`config.mk`:
```
export PLATFORM = sky130hd
export DESIGN_NAME = input_conditioner
export DESIGN_NICKNAME = d
export VERILOG_FILES = /design/src/rtl/input_conditioner.sv
export SDC_FILE = /design/constraint.sdc
export NUM_CORES = 1
export LEC_CHECK = 0
export BUFFER_PORTS_ARGS = -buffer_cell sky130_fd_sc_hd__buf_2
export CORE_UTILIZATION = 65
export DETAILED_ROUTE_END_ITERATION = 6
export PLACE_DENSITY_LB_ADDON = 0.25
export REMOVE_ABC_BUFFERS = 1
export SLEW_MARGIN = 20
export SYNTH_ARGS = -nofsm -noshare
export SYNTH_HDL_FRONTEND = slang
export SYNTH_SLANG_ARGS = --single-unit
```
`constraint.sdc`:
```
create_clock -name clk -period 4.6 [get_ports clk]
set_clock_uncertainty 0.05 [all_clocks]
set_input_delay 0.23 -clock clk [delete_from_list [all_inputs] [get_ports clk]]
set_output_delay 0.23 -clock clk [all_outputs]
set_load 0.01 [all_outputs]
```
`src/rtl/input_conditioner.sv`:
```
`timescale 1ns/1ps
// input_conditioner: sync, debounce, auto-repeat and gravity for the
// game buttons, arbitrated into one-cycle move pulses plus a start pulse.
// Ports: clk; rst (async, active-low); btn_right/left/rr/rl/down/start
// raw buttons; gravity_en auto-drop enable; hold pause; right/left/rr/
// rl/down one-hot move pulses; en start pulse.
module input_conditioner #(
  parameter int DB_CYCLES      = 16,
  parameter int REPEAT_DELAY   = 32,
  parameter int REPEAT_RATE    = 8,
  parameter int GRAVITY_PERIOD = 64
) (
  input  logic clk,
  input  logic rst,
  input  logic btn_right,
  input  logic btn_left,
  input  logic btn_rr,
  input  logic btn_rl,
  input  logic btn_down,
  input  logic btn_start,
  input  logic gravity_en,
  input  logic hold,
  output logic right,
  output logic left,
  output logic rr,
  output logic rl,
  output logic down,
  output logic en
);

  localparam int NB = 6;
  localparam int DW = $clog2(DB_CYCLES + 1);
  localparam int RW = $clog2(REPEAT_DELAY + 1);
  localparam int GW = $clog2(GRAVITY_PERIOD + 1);

  // bit order: 0 right, 1 left, 2 rr, 3 rl, 4 down, 5 start
  logic [NB-1:0] raw;
  logic [NB-1:0] s1;
  logic [NB-1:0] s2;
  logic [NB-1:0] deb;
  logic [NB-1:0] deb_d;
  logic [NB-1:0] press;
  logic [DW-1:0] db_cnt [NB];

  // repeat slots: 0 right, 1 left, 2 down
  logic [2:0]    rdeb;
  logic [2:0]    rpt_evt;
  logic [RW-1:0] rpt_cnt [3];

  logic [GW-1:0] g_cnt;
  logic          grav_evt;

  logic [4:0] evt;
  logic [4:0] pend;
  logic [4:0] req;
  logic [4:0] sel;

  assign raw = {btn_start, btn_down, btn_rl,
                btn_rr, btn_left, btn_right};

  always_ff @(posedge clk or negedge rst) begin
    if (!rst) begin
      s1    <= '0;
      s2    <= '0;
      deb   <= '0;
      deb_d <= '0;
      for (int i = 0; i < NB; i++)
        db_cnt[i] <= '0;
    end else begin
      s1    <= raw;
      s2    <= s1;
      deb_d <= deb;
      for (int i = 0; i < NB; i++) begin
        if (s2[i] != deb[i]) begin
          if (db_cnt[i] == DW'(DB_CYCLES - 1)) begin
            deb[i]    <= s2[i];
            db_cnt[i] <= '0;
          end else begin
            db_cnt[i] <= db_cnt[i] + DW'(1);
          end
        end else begin
          db_cnt[i] <= '0;
        end
      end
    end
  end

  assign press = deb & ~deb_d;
  assign rdeb  = {deb[4], deb[1], deb[0]};

  // Counter is 0 in the press cycle and counts cycles held since.
  // After each repeat it reloads so the next hit lands RATE later.
  always_comb begin
    rpt_evt = '0;
    for (int i = 0; i < 3; i++)
      rpt_evt[i] = rdeb[i] &&
                   (rpt_cnt[i] == RW'(REPEAT_DELAY));
  end

  always_ff @(posedge clk or negedge rst) begin
    if (!rst) begin
      for (int i = 0; i < 3; i++)
        rpt_cnt[i] <= '0;
    end else begin
      for (int i = 0; i < 3; i++) begin
        if (!rdeb[i])
          rpt_cnt[i] <= '0;
        else if (rpt_evt[i])
          rpt_cnt[i] <=
            RW'(REPEAT_DELAY - REPEAT_RATE + 1);
        else
          rpt_cnt[i] <= rpt_cnt[i] + RW'(1);
      end
    end
  end

  assign grav_evt = gravity_en && !hold &&
                    (g_cnt == GW'(GRAVITY_PERIOD - 1));

  always_ff @(posedge clk or negedge rst) begin
    if (!rst)
      g_cnt <= '0;
    else if (!gravity_en || sel[4] || grav_evt)
      g_cnt <= '0;
    else if (!hold)
      g_cnt <= g_cnt + GW'(1);
  end

  // sel isolates the lowest set bit: right has top priority.
  always_comb begin
    evt = {press[4] | rpt_evt[2] | grav_evt,
           press[3],
           press[2],
           press[1] | rpt_evt[1],
           press[0] | rpt_evt[0]};
    req = hold ? 5'd0 : (pend | evt);
    sel = req & (~req + 5'd1);
  end

  always_ff @(posedge clk or negedge rst) begin
    if (!rst) begin
      pend  <= '0;
      right <= 1'b0;
      left  <= 1'b0;
      rr    <= 1'b0;
      rl    <= 1'b0;
      down  <= 1'b0;
      en    <= 1'b0;
    end else begin
      pend  <= req & ~sel;
      right <= sel[0];
      left  <= sel[1];
      rr    <= sel[2];
      rl    <= sel[3];
      down  <= sel[4];
      en    <= press[5];
    end
  end

endmodule

```
* Word level (Yosys, flattened, before mapping) *
Index checks and enable logic that the tools add are counted.

operators by class
  equality and inequality tests = 17
  reduce and logical (&&, ||, !) cells = 15
  mux-type cells = 21
  $add $sub $neg = 11
  bitwise operators = 11

operator list
  kind                 number
  $mux 5               13
  $mux 6               6
  $add 5x1->5 const B  7
  $eq 5x4->1 const B   6
  $add 6x1->6 const B  3
  $eq 6x6->1 const B   3
  $mux 7               2
  $reduce_and 2->1     6
  $and 5x5->5          2
  $not 5->5            2
  $add 7x1->7 const B  1
  $eq 7x6->1 const B   1
  $and 6x6->6          1
  $ne 1x1->1           6
  $not 6->6            1
  $logic_and 1x1->1    5
  $or 5x5->5           1
  $or 1x1->1           4
  $logic_not 1->1      2
  $logic_or 1x1->1     2
  $ne 2x1->1 const B   1

word-level totals
  bits in registers = 90
  output and inout port bits = 6
  input port bits = 10

* Depth between registers and ports, before layout *
Gate-level depths: netlist of run 1.

  depth after elaboration = 12
  mapped depth = 7
  gate-level depth less buffers = 7

* Worst setup path after synthesis of run 1 *
OpenSTA, ideal clock, no wires.

  kind = register to register
  start point = reg rpt_cnt[6] (netlist bit)
  end point = reg g_cnt[3]
  required time = 4412 ps
  slack = 2913 ps
  clock period less this slack = 1687 ps
  arrival time = 1498 ps
  setup time = 138 ps
  cell stages (with the launch flop) = 8
  cell sequence = dfrtp_1 inv_1 ha_1 nor4bb_4 a221oi_2 nand3_2 nor3_4 nor3_1

on the way
  longest elaborated chain between the ends = 11

RTL lines
  element                                         line  text
  start, declared                                 48    logic [RW-1:0] rpt_cnt [3];
  start signal, assigned by index                 109   rpt_cnt[i] <=
  start signal, assigned by index                 112   rpt_cnt[i] <= rpt_cnt[i] + RW'(1);
  $eq 6x6->1 (*)                                  97    (rpt_cnt[i] == RW'(REPEAT_DELAY));
  $logic_and 1x1->1 (*)                           96    rpt_evt[i] = rdeb[i] &&
  $or 1x1->1 (*)                                  134   press[1] | rpt_evt[1],
  $or 5x5->5 (*)                                  136   req = hold ? 5'd0 : (pend | evt);
  $mux 5 (*)                                      136
  $not 5->5 (*)                                   137   sel = req & (~req + 5'd1);
  $add 5x1->5 (*)                                 137
  $and 5x5->5 (*)                                 137
  named net sel[4]                                56    logic [4:0] sel;
  $logic_or 1x1->1 (*) (2 in a row)               123   else if (!gravity_en || sel[4] || grav_evt)
  $ne 2x1->1 (no line) or $mux 7 (tied branches)  n/a
  end signal, assigned                            126   g_cnt <= g_cnt + GW'(1);
  end, declared                                   50    logic [GW-1:0] g_cnt;

Mark *: on every way through the listed nets, which the timed path passes. The rest lies on a longest branch.
A chain may end at the register's enable or synchronous reset.

* Final worst setup path of run 1 *
  start point = reg g_cnt[0]
  end point = reg g_cnt[3]

on the way
  longest elaborated chain between the ends = 11

RTL lines
  element                                         line  text
  $eq 7x6->1 (*)                                  118   (g_cnt == GW'(GRAVITY_PERIOD - 1));
  $logic_and 1x1->1 (*)                           117   assign grav_evt = gravity_en && !hold &&
  $or 1x1->1 (*)                                  131   evt = {press[4] | rpt_evt[2] | grav_evt,
  $or 5x5->5 (*)                                  136
  $mux 5 (*)                                      136
  $not 5->5                                       137
  $add 5x1->5                                     137
  $and 5x5->5 (*)                                 137
  named net sel[4]                                56
  $logic_or 1x1->1 (*) (2 in a row)               123
  $ne 2x1->1 (no line) or $mux 7 (tied branches)  n/a

Mark *: on every way through the listed nets, which the timed path passes. The rest lies on a longest branch. The select of a mux whose other input is x is not followed.

==> impl_results.md, run 1 <==
- Run status: finished clean
- Syn Area/Cell: around 12 um2
- Endpoints failing hold: 0
- Peak Freq: approximately 0.54 GHz
- Mean number of vias per cell: approximately 5.3
- Drt drc: 0
- Antenna violations before repair: 0
- Setup TNS: 0 ps
- Clk buf depth: 2
- Layout cells sized above 1: between 10% and 20%
- Initial core utilization: 68.82%
- Tightest Hold Check Type: in -> reg
- # setup viols final: 0
- Chip width: roughly 76 um
- Wire per inst: ~14 um
- Synth Flop Type: dfrtp_1
- Max-slew headroom: between 40% and 50%
- CP Capture Type: register
- Synthesized area: between 3000 and 4000 um2
- Worst EP required: about 4800 ps
- Clock power share: between 30% and 40%
- Clk pin slew, worst setup/hold paths: approximately 80 ps
- Htree depth: 3
- Crit Path Category: reg -> reg
- Vert. Die Dim: ~76 um
- Crit path cell chain: ha_1 -> and3b_1 -> nand4_1 -> o311a_1 -> nor3_4 -> nor3_1
- Worst vdd ir: ~260 uV
- Rows: 26
- Leak: ~2 nW
- Reg-to-reg slack, setup: about 2700 ps
- Via count: 2152
- Post-synthesis sequential area ratio: 61.78%
- Placer Congestion: roughly 0.80
- Final ANT Viol Nets: 0
- Number of synthesized flops with an enable pin: 0
- Tmin final: 1863 ps
- Comb pwr share: around 4%
- Yosys warns: 0
- Critical path buffers and inverters: 0
- Total GRT Usage: approximately 22%
- Period utilization: between 40% and 50%
- Core area: 5238 um2
- # diodes: 0
- Initial drt markers: around 150
- Crit path largest cell delay: slightly below 400 ps
- Detailed Route WL: ~5500 um
- Vias in the first global route: about 2200
- Top Ports: 16
- MaxCap Viol Count: 0
- FFs w/ async S/R, synth: 100.0%
- Int Pwr: 1.104 mW
- Final net count: 356
- Critical Path AT: between 2000 and 2500 ps
- Post-synth cell types: 35
- Worst hold slack: a little under 90 ps
- Seq pwr share: between 50% and 60%
- CTS tree: built
- Root Buffer: clkbuf_8
- Worst-Margin Slew: around 770 ps
- Critical Path Fanout Max: 6
- Worst-skew pair later-pin latency: approximately 360 ps
- Num CTS Buffers: 9
- DP HPWL: between 3000 and 4000 um
- First-pass GRT wire length: between 9000 and 10000 um
- Area delta synth->final: 11.84%
- Power Density: ~350 nW/um2
- Die area: around 5800 um2
- Unrepaired setup endpoints after global routing: false
- Sw Ratio: between 20% and 30%
- Resize count post-CTS: 0
- Synthesis-stage register bit count: about 90
- Switching power: ~0.31 mW
- CP max-delay cell: dfrtp_1
- Cell count after synthesis: approximately 300
- Critical path's top delay family: simple AND/OR/NAND/NOR gates
- CP Launch Type: register
- Fin. max-slew vios: 0
- Grt ovf: 0
- DR pass1 iterations: 4
- Largest net degree at the start of global routing: 90
- Clock sink count: 89
- Buffers on Ports: 15
flip-flops by register name (all words and copies together) (netlist names), 4 cells and up:
register / flops
db_cnt: 30
s1: 6
s2: 6
deb: 6
rpt_cnt: 18
pend: 4
deb_d: 6
g_cnt: 7
what timing repair did:
item,CTS,global route
hold buffers,6,1
setup endpoints to repair,0,0
buffers inserted,0,0
hold endpoints to repair,6,89
tightest hold or removal path, stage by stage:
cell	delay, ps
buf_2	120
nand3_1	70
nor2_1	40
metal layers:
metal | part of all wire [%] | GRT usage, % | routed length, um
met5 | 0 | 0 | 0
met4 | 1.1 | 8.654 | 61
met3 | 2.7 | 7.904 | 150
met2 | 52 | 36.76 | 2850
met1 | 45 | 26.80 | 2465
logic make-up after synthesis:
kind of cell | after synthesis | synth area share [%]
AO/OA/AOI/OAI | 26 | 4.686
buffers and inverters | 19 | 2.187
multiplexers | 5 | 1.562
XOR/XNOR | 33 | 8.018
AND/OR/NAND/NOR | 118 | 17.25
adder cells (fa/ha/maj) | 13 | 4.512
flip-flops | 89 | 61.78
cell type report:
cell class | count | area [um2]
sequential | 89 | 2227
multi-input combinational | 195 | 1299
fill | 349 | 1206
clock buffer | 12 | 155.1
timing repair buffer | 22 | 151.4
tap | 70 | 87.58
inverter | 16 | 60.06
clock inverter | 4 | 51.30
layout by cell type, fill, tap and decap left out, types with 11 or more instances in the layout:
cell type and instances:
buf_2 14, clkbuf_8 11, dfrtp_1 89, ha_1 13
inv_1 16, nand2_1 17, nand3_1 23, nor2_1 38
xor2_1 24
power by group through the flow:
stage | combinational, mW | clock [mW] | sequential (mW)
5_1_grt | 0.0651 | 0.585 | 0.818
2_1_floorplan | 0.0257 | 0 | 0.827
4_1_cts | 0.0568 | 0.556 | 0.815
3_5_place_dp | 0.0526 | 0 | 0.830
6_report | 0.0558 | 0.539 | 0.815
3_3_place_gp | 0.0501 | 0 | 0.829
synthesized netlist by cell type (all sizes together), types with 5 or more instances:
cell type / instances / area share (%)
ha: 13 / 4.5
and2: 9 / 1.6
xnor2: 9 / 2.2
nor2b: 5 / 0.87
inv: 16 / 1.7
dfrtp: 89 / 62
nor3: 6 / 1.1
mux2: 5 / 1.6
nand3: 24 / 3.5
a21oi: 8 / 1.1
nor2: 38 / 4.0
xor2: 24 / 5.8
o21ai: 10 / 1.4
and3: 9 / 1.6
nand2: 17 / 1.8
path summary, 6_finish.rpt:
kind | start | endpoint | depth (start not counted)
worst max-delay path | g_cnt[0] | g_cnt[3] | 6
worst min-delay path | gravity_en | g_cnt[6] | 3
worst max register to register | g_cnt[0] | g_cnt[3] | 6
worst min register to register | s1[5] | s2[5] | 0
max in group asynchronous | rst | deb_d[3] | 2
min in group asynchronous | rst | db_cnt[3] | 2
metrics by stage:
stage	power, mW	utilization (%)	instance area (um2)	setup slack, ps	std cells
after global routing	1.468	76.97	4031	2578	408
after CTS	1.428	76.71	4018	2739	407
final	1.410	76.97	4031	2737	408
after global placement	0.8792	71.62	3751	2791	385
after detailed placement	0.8831	71.62	3751	2761	385
after floorplan	0.8531	-	3586	2913	300
Power figures use the tool's default switching activity.
==> run 2: changes to the inputs <==
CORE_UTILIZATION = 60   (was 65)
clock period = 1.8 ns   (was 4.6 ns; I/O delays follow)
==> impl_results.md, run 2 (synthesized netlist as in run 1, its figures left out) <==
- Run status: finished clean
- Worst-Margin Slew: 464.7 ps (-300.4 ps)
- Largest net degree at the start of global routing: 38 (-58%)
- Detailed Route WL: 5650 um (+2.2%)
- Area delta synth->final: 16.59%
- Critical Path AT: 1950 ps (-80 ps)
- Tightest Hold Check Type: in -> reg
- Largest regs: db_cnt x30, rpt_cnt x18, g_cnt x7
- Placer Congestion: 0.8261 (+3.1%)
- Tmin final: 1773 ps (-90.03 ps)
- Total GRT Usage: 20.87% (-1.4 points)
- Worst vdd ir: 674.0 uV (+160%)
- Top Ports: 16 (unchanged)
- Root Buffer: clkbuf_8
- Worst hold slack: 60.40 ps (-26.44 ps)
- DP Area: 3871 um2 (+3.2%)
- Clk buf depth: 2 (unchanged)
- Final ANT Viol Nets: 0 (unchanged)
- Reg2reg path depth: 6 (unchanged)
- Reg-to-reg slack, setup: 30 ps (-2710 ps)
- Hold path start: hold
- Grt ovf: 0 (unchanged)
- Fin. max-slew vios: 0 (unchanged)
- Clk pin slew, worst setup/hold paths: 80 ps (about the same)
- CTS tree: built
- Drt drc: 0 (unchanged)
- Most common cell after layout, fill and taps aside: dfrtp_1
- Unrepaired setup endpoints after global routing: true
- Rows: 27 (+3.8%)
- Initial drt markers: 105 (-28%)
- CP Capture Type: register
- Initial core utilization: 63.89% (-4.9 points)
- Fill cells: 384 (+10%)
- Htree depth: 3 (unchanged)
- First-pass GRT wire length: 9860 um (+0.43%)
- Critical Path Fanout Max: 6 (unchanged)
- Leak: 2.114 nW (+5.5%)
- Num CTS Buffers: 9 (unchanged)
- MaxCap Viol Count: 0 (unchanged)
- Number of flip-flops under the largest register name: 30 (unchanged)
- Period utilization: 98.51% (+58 points)
- Worst EP required: 1970 ps (-2790 ps)
- DP HPWL: 4016 um (+12%)
- Chip width: 79.51 um (+4.0%)
- Worst-skew pair later-pin latency: 350 ps (about the same)
- Layout cells sized above 1: 17.37% (+5.2 points)
- Die area: 6322 um2 (+8.1%)
- Max-slew headroom: 69.02% (+20 points)
- Worst Hold End: pend[4]
- Clock sink count: 89 (unchanged)
- Via count: 2267 (+5.3%)
- DR pass1 iterations: 4 (unchanged)
- Wire per inst: 13.17 um (-2.8%)
- Buffers on Ports: 15 (unchanged)
- Final net count: 376 (+5.6%)
- Worst reg2reg startpoint: g_cnt[1]
- Power Density: 851.0 nW/um2 (+140%)
- Final Instance Area: 4203 um2 (+4.3%)
- # diodes: 0 (unchanged)
- Largest Register: db_cnt
- CP Launch Type: register
- Antenna violations before repair: 0 (unchanged)
- Mean number of vias per cell: 5.284 (+0.19%)
- Endpoints failing hold: 0 (unchanged)
- Worst Hold Depth: 3 (unchanged)
- Reg-to-reg endpoint: g_cnt[2]
- Vias in the first global route: 2322 (+4.5%)
- Peak Freq: 0.5639 GHz (+5.1%)
- Crit Path Category: reg -> reg
- # setup viols final: 0 (unchanged)
- Most frequent cells in the layout: dfrtp_1, nor2_1, xor2_1
- Vert. Die Dim: 79.51 um (+4.0%)
- Core area: 5642 um2 (+7.7%)
[run 2: final cells by class]
type / instances / area (um2) / share of cell area (%)
timing repair buffer: 42 / 312.8 / 7.443
tap: 72 / 90.09 / 2.143
inverter: 16 / 60.06 / 1.429
clock inverter: 3 / 40.04 / 0.9527
clock buffer: 12 / 155.1 / 3.692
multi-input combinational: 195 / 1318 / 31.35
sequential: 89 / 2227 / 52.99
[run 2: worst max-delay path: stages, from the launching register on]
cell     delay [ps]
dfrtp_1         360
ha_1            170
and3b_1         190
nand4_1         140
o311a_4         360
nor3_4          290
nor4_1          100
[run 2: how the worst max path moves through the flow]
stage | start | end | slack [ps] | cells past startpoint
CTS | g_cnt[0] | g_cnt[2] | 20 | 6
global route | rpt_cnt[7] | g_cnt[2] | -80 | 7
global placement | rpt_cnt[7] | g_cnt[5] | 60 | 7
finish | g_cnt[1] | g_cnt[2] | 30 | 6
floorplan | rpt_cnt[6] | g_cnt[3] | 110 | 7
detailed placement | g_cnt[0] | g_cnt[2] | -8 | 6
[run 2: metal layers]
metal | up-vias | wire, um | track usage (%)
met2 | 24 | 2859 | 36.92
met3 | 8 | 189 | 5.600
met5 | - | 0 | 0
li1 | 1112 | - | -
met4 | 0 | 106 | 9.273
met1 | 1123 | 2494 | 23.43
[run 2: repair_timing]
item / CTS / global route
buffers inserted: 4 / 1
resized for setup: 0 / 3
setup endpoints to repair: 4 / 6
endpoints found under the hold margin: 43 / 0
hold buffers: 8 / 0
pin swaps: 3 / 2
cloned: 0 / 0
[run 2: power by group]
group	switching, mW	internal [mW]	total [mW]
clock	0.625	0.706	1.33
combinational	0.0942	0.0719	0.166
sequential	0.0319	2.05	2.08
total	0.751	2.83	3.58
[run 2: stage by stage]
step | power, mW | instances | util (%) | TNS, ps | worst slack, ps
after detailed placement | 2.270 | 401 | 68.62 | -15.24 | -8.449
after floorplan | 2.180 | 300 | - | 0 | 113.4
final | 3.576 | 429 | 74.50 | 0 | 26.75
after global placement | 2.261 | 401 | 68.62 | 0 | 58.03
after global routing | 3.724 | 429 | 74.50 | -393.9 | -82.61
after CTS | 3.613 | 428 | 74.03 | 0 | 15.81
